File: src/rtl/lsu_pkg.sv
// Shared types and constants for the load/store unit: FSM states, funct3
// encodings for loads and stores, and the funct3 legality check.
package lsu_pkg;

  typedef enum logic [2:0] {
    S_IDLE,
    S_ISSUE0,
    S_WAIT0,
    S_ISSUE1,
    S_WAIT1,
    S_RESP,
    S_ERR
  } lsu_state_e;

  localparam logic [2:0] LB  = 3'b000;
  localparam logic [2:0] LH  = 3'b001;
  localparam logic [2:0] LW  = 3'b010;
  localparam logic [2:0] LBU = 3'b100;
  localparam logic [2:0] LHU = 3'b101;
  localparam logic [2:0] SB  = 3'b000;
  localparam logic [2:0] SH  = 3'b001;
  localparam logic [2:0] SW  = 3'b010;

  function automatic logic f3_legal(input logic [2:0] f3, input logic we);
    if (we) begin
      return (f3 == SB) || (f3 == SH) || (f3 == SW);
    end
    return (f3 == LB) || (f3 == LH) || (f3 == LW) || (f3 == LBU) || (f3 == LHU);
  endfunction

endpackage

File: src/rtl/lsu_align.sv
// Combinational lane logic: byte-lane mask and split detection, store data
// lane shifting, and load data shifting with sign/zero extension.
module lsu_align
  import lsu_pkg::*;
(
  input  logic [2:0]  funct3_i,
  input  logic [1:0]  off_i,
  input  logic [31:0] wdata_i,
  input  logic [63:0] rdata_i,
  output logic [7:0]  mask_o,
  output logic        split_o,
  output logic [63:0] st_data_o,
  output logic [31:0] ld_data_o
);

  logic [4:0]  sh;
  logic [31:0] raw;

  always_comb begin
    sh = {off_i, 3'b000};

    case (funct3_i[1:0])
      2'b00:   mask_o = 8'h01 << off_i;
      2'b01:   mask_o = 8'h03 << off_i;
      default: mask_o = 8'h0F << off_i;
    endcase
    split_o = |mask_o[7:4];

    st_data_o = {32'b0, wdata_i} << sh;

    // rdata_i is {beat1, beat0}; only the low word survives the shift
    raw = 32'(rdata_i >> sh);
    case (funct3_i)
      LB:      ld_data_o = {{24{raw[7]}}, raw[7:0]};
      LH:      ld_data_o = {{16{raw[15]}}, raw[15:0]};
      LBU:     ld_data_o = {24'b0, raw[7:0]};
      LHU:     ld_data_o = {16'b0, raw[15:0]};
      default: ld_data_o = raw;
    endcase
  end

endmodule

File: src/rtl/load_store_unit.sv
// Memory-stage load/store unit: single outstanding access on a req/gnt/rvalid
// word bus, splitting misaligned accesses into two beats.
module load_store_unit
  import lsu_pkg::*;
#(
  parameter int unsigned ADDR_W = 32
) (
  input  logic              clk,
  input  logic              rst_n,
  input  logic              req_valid_i,
  output logic              req_ready_o,
  input  logic [3:0]        mem_w_i,
  input  logic [ADDR_W-1:0] addr_i,
  input  logic [31:0]       wdata_i,
  input  logic [4:0]        rd_i,
  output logic              dmem_req_o,
  input  logic              dmem_gnt_i,
  output logic [ADDR_W-1:0] dmem_addr_o,
  output logic              dmem_we_o,
  output logic [3:0]        dmem_be_o,
  output logic [31:0]       dmem_wdata_o,
  input  logic              dmem_rvalid_i,
  input  logic [31:0]       dmem_rdata_i,
  output logic              wb_valid_o,
  output logic [4:0]        wb_rd_o,
  output logic [31:0]       wb_data_o,
  output logic              err_o
);

  lsu_state_e        state_q;
  logic [2:0]        f3_q;
  logic              we_q;
  logic [1:0]        off_q;
  logic [31:0]       wdata_q;
  logic [4:0]        rd_q;
  logic [31:0]       rdata0_q;

  logic              dmem_req_q;
  logic [ADDR_W-1:0] dmem_addr_q;
  logic              dmem_we_q;
  logic [3:0]        dmem_be_q;
  logic [31:0]       dmem_wdata_q;
  logic              wb_valid_q;
  logic [4:0]        wb_rd_q;
  logic [31:0]       wb_data_q;
  logic              err_q;

  logic [2:0]        aln_f3;
  logic [1:0]        aln_off;
  logic [31:0]       aln_wdata;
  logic [63:0]       aln_rdata;
  logic [7:0]        aln_mask;
  logic              aln_split;
  logic [63:0]       aln_st;
  logic [31:0]       aln_ld;
  logic [ADDR_W-1:0] beat0_addr_d;
  logic [ADDR_W-1:0] beat1_addr_d;

  // In IDLE the aligner sees the incoming request so beat-0 bus fields can be
  // registered on acceptance; afterwards it works from the captured request.
  always_comb begin
    aln_f3       = (state_q == S_IDLE) ? mem_w_i[3:1] : f3_q;
    aln_off      = (state_q == S_IDLE) ? addr_i[1:0]  : off_q;
    aln_wdata    = (state_q == S_IDLE) ? wdata_i      : wdata_q;
    aln_rdata    = (state_q == S_WAIT1) ? {dmem_rdata_i, rdata0_q} : {32'b0, dmem_rdata_i};
    beat0_addr_d = {addr_i[ADDR_W-1:2], 2'b00};
    beat1_addr_d = dmem_addr_q + ADDR_W'(4);
  end

  lsu_align u_align (
    .funct3_i  (aln_f3),
    .off_i     (aln_off),
    .wdata_i   (aln_wdata),
    .rdata_i   (aln_rdata),
    .mask_o    (aln_mask),
    .split_o   (aln_split),
    .st_data_o (aln_st),
    .ld_data_o (aln_ld)
  );

  always_ff @(posedge clk or negedge rst_n) begin
    if (!rst_n) begin
      state_q      <= S_IDLE;
      f3_q         <= '0;
      we_q         <= 1'b0;
      off_q        <= '0;
      wdata_q      <= '0;
      rd_q         <= '0;
      rdata0_q     <= '0;
      dmem_req_q   <= 1'b0;
      dmem_addr_q  <= '0;
      dmem_we_q    <= 1'b0;
      dmem_be_q    <= '0;
      dmem_wdata_q <= '0;
      wb_valid_q   <= 1'b0;
      wb_rd_q      <= '0;
      wb_data_q    <= '0;
      err_q        <= 1'b0;
    end else begin
      wb_valid_q <= 1'b0;
      err_q      <= 1'b0;
      case (state_q)
        S_IDLE: begin
          if (req_valid_i) begin
            f3_q    <= mem_w_i[3:1];
            we_q    <= mem_w_i[0];
            off_q   <= addr_i[1:0];
            wdata_q <= wdata_i;
            rd_q    <= rd_i;
            if (!f3_legal(mem_w_i[3:1], mem_w_i[0])) begin
              state_q <= S_ERR;
              err_q   <= 1'b1;
            end else begin
              state_q      <= S_ISSUE0;
              dmem_req_q   <= 1'b1;
              dmem_addr_q  <= beat0_addr_d;
              dmem_we_q    <= mem_w_i[0];
              dmem_be_q    <= aln_mask[3:0];
              dmem_wdata_q <= mem_w_i[0] ? aln_st[31:0] : '0;
            end
          end
        end
        S_ISSUE0: begin
          if (dmem_gnt_i) begin
            dmem_req_q <= 1'b0;
            state_q    <= S_WAIT0;
          end
        end
        S_WAIT0: begin
          if (dmem_rvalid_i) begin
            rdata0_q <= dmem_rdata_i;
            if (aln_split) begin
              state_q      <= S_ISSUE1;
              dmem_req_q   <= 1'b1;
              dmem_addr_q  <= beat1_addr_d;
              dmem_be_q    <= aln_mask[7:4];
              dmem_wdata_q <= we_q ? aln_st[63:32] : '0;
            end else begin
              state_q    <= S_RESP;
              wb_valid_q <= !we_q;
              if (!we_q) begin
                wb_rd_q   <= rd_q;
                wb_data_q <= aln_ld;
              end
            end
          end
        end
        S_ISSUE1: begin
          if (dmem_gnt_i) begin
            dmem_req_q <= 1'b0;
            state_q    <= S_WAIT1;
          end
        end
        S_WAIT1: begin
          if (dmem_rvalid_i) begin
            state_q    <= S_RESP;
            wb_valid_q <= !we_q;
            if (!we_q) begin
              wb_rd_q   <= rd_q;
              wb_data_q <= aln_ld;
            end
          end
        end
        S_RESP:  state_q <= S_IDLE;
        S_ERR:   state_q <= S_IDLE;
        default: state_q <= S_IDLE;
      endcase
    end
  end

  assign req_ready_o  = (state_q == S_IDLE);
  assign dmem_req_o   = dmem_req_q;
  assign dmem_addr_o  = dmem_addr_q;
  assign dmem_we_o    = dmem_we_q;
  assign dmem_be_o    = dmem_be_q;
  assign dmem_wdata_o = dmem_wdata_q;
  assign wb_valid_o   = wb_valid_q;
  assign wb_rd_o      = wb_rd_q;
  assign wb_data_o    = wb_data_q;
  assign err_o        = err_q;

endmodule

File: config.mk
export PLATFORM = sky130hd
export DESIGN_NAME = load_store_unit
export DESIGN_NICKNAME = d
export VERILOG_FILES = /design/src/rtl/lsu_pkg.sv /design/src/rtl/lsu_align.sv /design/src/rtl/load_store_unit.sv
export SDC_FILE = /design/constraint.sdc
export NUM_CORES = 1
export LEC_CHECK = 0
export CORE_MARGIN = 2
export CORE_UTILIZATION = 35
export DETAILED_ROUTE_END_ITERATION = 10
export PLACE_DENSITY = 0.69
export SETUP_SLACK_MARGIN = 0.02
export SLEW_MARGIN = 20
export SYNTH_ARGS = -nofsm -noshare
export SYNTH_HDL_FRONTEND = slang
export SYNTH_SLANG_ARGS = --single-unit
File: constraint.sdc
create_clock -name clk -period 5 [get_ports clk]
set_clock_uncertainty 0.15 [all_clocks]
set_input_delay 0.75 -clock clk [delete_from_list [all_inputs] [get_ports clk]]
set_output_delay 0.75 -clock clk [all_outputs]
set_load 0.02 [all_outputs]
==> impl_summary.log <==
INFO  metric drt_first_pass_iters = 6
INFO  metric drt-initial-drc-count = 1,027
INFO  metric final_period_minus_worst_setup_slack = 3.779 ns
INFO  metric most-common-layout-cells = 216 x clkdlybuf4s50_1, 211 x nand2_1, 184 x dfrtp_1, 111 x mux2_2, 71 x nand3_1
INFO  metric cts-buffers-inserted = 17
INFO  metric p_leak = 5.924 nW
INFO  metric cts_hold_repair.buffers = 0
INFO  metric clockBufferDepth = 2
INFO  metric mappedNetlistArea = 0.01148 mm^2
INFO  metric yosys.cell_types.count = 71
INFO  metric rsz0062_at_grt = false
INFO  metric maxSlewHeadroom = 0.2528
INFO  metric total_length_of_routed_wires = 38.26 mm
INFO  metric worst-setup-path-type = in2reg
INFO  metric dp.final_hpwl = 26.22 mm
INFO  metric worstSetupEndpointType = register
INFO  metric cts_tree = done
INFO  metric min_path_type = in2async
INFO  metric layout.filler_cells = 3,086
INFO  metric post_synthesis_register_bit_count = 185
INFO  metric postSynth.topFlopCell = dfrtp_1
INFO  metric clock-root-buffer = clkbuf_16
INFO  metric crit_start = addr_i[0]
INFO  metric grt_start_max_net_pins = 114
INFO  metric synth_top_cell_by_area = dfrtp_1
INFO  metric io_buffer_count = 217
INFO  metric slew_violations = 0
INFO  metric vias_per_cell = 5.873
INFO  metric ys_seq_area_frac = 0.4033
INFO  metric grt_pass1_vias = 10,320
INFO  metric grt.total_usage = 0.2229
INFO  metric post_route_cells_drive_above_1_share = 0.1427
INFO  metric cts_setup_buffers = 0
INFO  metric setup-violations-final = 0
INFO  metric worstSkewPairLatency = 0.45 ns
INFO  metric post_synth_inst_count = 1,235
INFO  metric cts_repair_resizes = 0
INFO  metric starting_density_of_the_core = 0.3537
INFO  metric timing.rr.end = wb_data_o[26]
INFO  metric r2r_slack = 1.30 ns
INFO  metric depth_of_the_worst_register_to_register_path = 7
INFO  metric dieWidth = 185.1 um
INFO  metric grt-ovfl-total = 0
INFO  metric timing.critical_path.to = wb_data_o[26]
INFO  metric clk_pin_slew_worst_paths = 0.07 ns
INFO  metric routabilityCongestion = 0.9307
INFO  metric vias = 10,840
INFO  metric tightest_slew = 1.121 ns
INFO  metric period_share = 0.7558
INFO  metric cts.htree.levels = 4
INFO  metric final_common_cell = clkdlybuf4s50_1
INFO  metric timing_hold_violations_final = 0
INFO  metric yosysTopAreaCellShare = 0.4033
INFO  metric height_of_the_die = 185.1 um
INFO  metric synth-edff-count = 0
INFO  metric worstPathMaxFanout = 22
INFO  metric synth_area_leaders = dfrtp_1 40%, mux2_2 11%, nand2_1 6.9%
INFO  metric design_area = 0.01462 mm^2
INFO  metric report.power.total = 10.23 mW
INFO  metric syn2layout_area_growth = 27.32%
INFO  metric max_freq = 264.6 MHz
INFO  metric result_of_the_run = complete, no violations
INFO  metric io_pins = 220
INFO  metric irDropWorstVdd = 0.3371 mV
INFO  metric required_time_of_the_critical_path = 5.12 ns
INFO  metric r2r_start = state_q[0]
INFO  metric totalNegativeSetupSlack = 0 ns
INFO  metric dpl_cell_area = 0.01401 mm^2
INFO  metric route.detailed.wl_per_inst = 20.73 um
INFO  metric numClockSinks = 185
INFO  metric antenna_found_initial = 3
INFO  metric drc_errors = 0
INFO  metric num-nets-final = 1,500
INFO  metric critPathArrivalTime = 3.90 ns
INFO  metric grt_pass1_wl = 59.51 mm
INFO  metric design.core.area = 0.03245 mm^2
INFO  metric ys.warnings.count = 0
INFO  metric cp-start-kind = input port
INFO  metric synthArstFlopShare = 1.000
INFO  metric floorplan_die_area = 0.03426 mm^2
INFO  metric antenna_left = 0
INFO  metric std_cell_rows = 66
INFO  metric synth_area_per_cell = 9.295 um^2
INFO  metric maxCapViolations = 0
INFO  metric power_per_cell_area = 699.9 mW/mm^2
cells in the mapped netlist (all sizes together) (7+ instances only):
cell type  number
nand2         211
dfrtp         185
mux2          112
nand3          71
a211oi         63
clkbuf         63
buf            56
mux2i          56
a21oi          44
o21ai          40
a2bb2oi        37
a31oi          35
a22o           28
o22ai          24
nor2           22
a221oi         18
inv            15
nand4          15
and2           12
o211ai         12
nor2b          11
a21boi          8
a221o           7
and3            7
nor3            7
o311ai          7
final cells by class:
class	instances	area, um^2	area share
diodes	1	2.502	0.0001712
flip-flops and latches	185	4631	0.3168
clock inverters	15	173.9	0.01190
inverters	15	58.81	0.004023
clock buffers	17	425.4	0.02910
multi-input cells	917	6314	0.4319
well taps	442	553.0	0.03784
repair buffers	253	2459	0.1682
power breakdown:
group          total, mW  internal [mW]  switching, mW
clock               1.40          0.720          0.682
combinational       5.99           2.57           3.42
sequential          2.84           2.20          0.636
total               10.2           5.49           4.74
worst min path at each step:
stage / slack (ns) / from / depth (start not counted) / to
2_1_floorplan: 0.29 / rd_q[0] / 2 / rd_q[0]
3_3_place_gp: 0.30 / rd_q[2] / 2 / rd_q[2]
3_5_place_dp: 0.31 / wdata_q[5] / 2 / wdata_q[5]
4_1_cts: 0.33 / wdata_q[5] / 2 / wdata_q[5]
5_1_grt: 0.35 / wdata_q[4] / 2 / wdata_q[4]
6_report: 0.26 / rst_n / 1 / rd_q[0]
stage by stage:
| stage | utilization | hold slack (ns) | cells | setup WS (ns) |
|---|---|---|---|---|
| floorplan | - | 0.2901 | 1236 | 2.232 |
| global placement | 0.4316 | 0.3024 | 1812 | 0.8099 |
| detailed placement | 0.4316 | 0.3106 | 1812 | 0.7612 |
| CTS | 0.4500 | 0.3284 | 1844 | 1.223 |
| global route | 0.4503 | 0.3510 | 1844 | 1.102 |
| finish | 0.4504 | 0.2599 | 1845 | 1.221 |
sequential cells by signal, summed over array words and instances, names as in the netlist, 2 cells and up:
signal / flops
dmem_wdata_o: 32
rdata0_q: 32
wb_data_o: 32
wdata_q: 32
dmem_addr_o: 30
rd_q: 5
wb_rd_o: 5
dmem_be_o: 4
f3_q: 3
state_q: 3
off_q: 2
routing by layer:
metal / wire length (um) / GRT usage / vias up
li1: - / - / 4956
met1: 16610 / 0.3064 / 5252
met2: 17170 / 0.3429 / 537
met3: 3291 / 0.05053 / 87
met4: 1148 / 0.08159 / 4
met5: 29 / 0 / -
critical path, stage by stage:
cell	delay, ns
clkdlybuf4s50_1	0.54
buf_4	0.26
or4b_1	0.46
buf_4	0.24
nand2_1	0.11
buf_4	0.27
nor4_1	0.11
o32ai_2	0.96
a31oi_1	0.18
cell families after synthesis:
logic type,after synthesis,share of synthesized area
and+or+nand+nor,385,0.1546
muxes,168,0.1590
AOI/OAI and AO/OA,361,0.2304
other,1,0.0003267
adders and majority gates,1,0.001090
DFF,185,0.4033
buffers and inverters,134,0.05133
(Power assumes the default switching activity.)
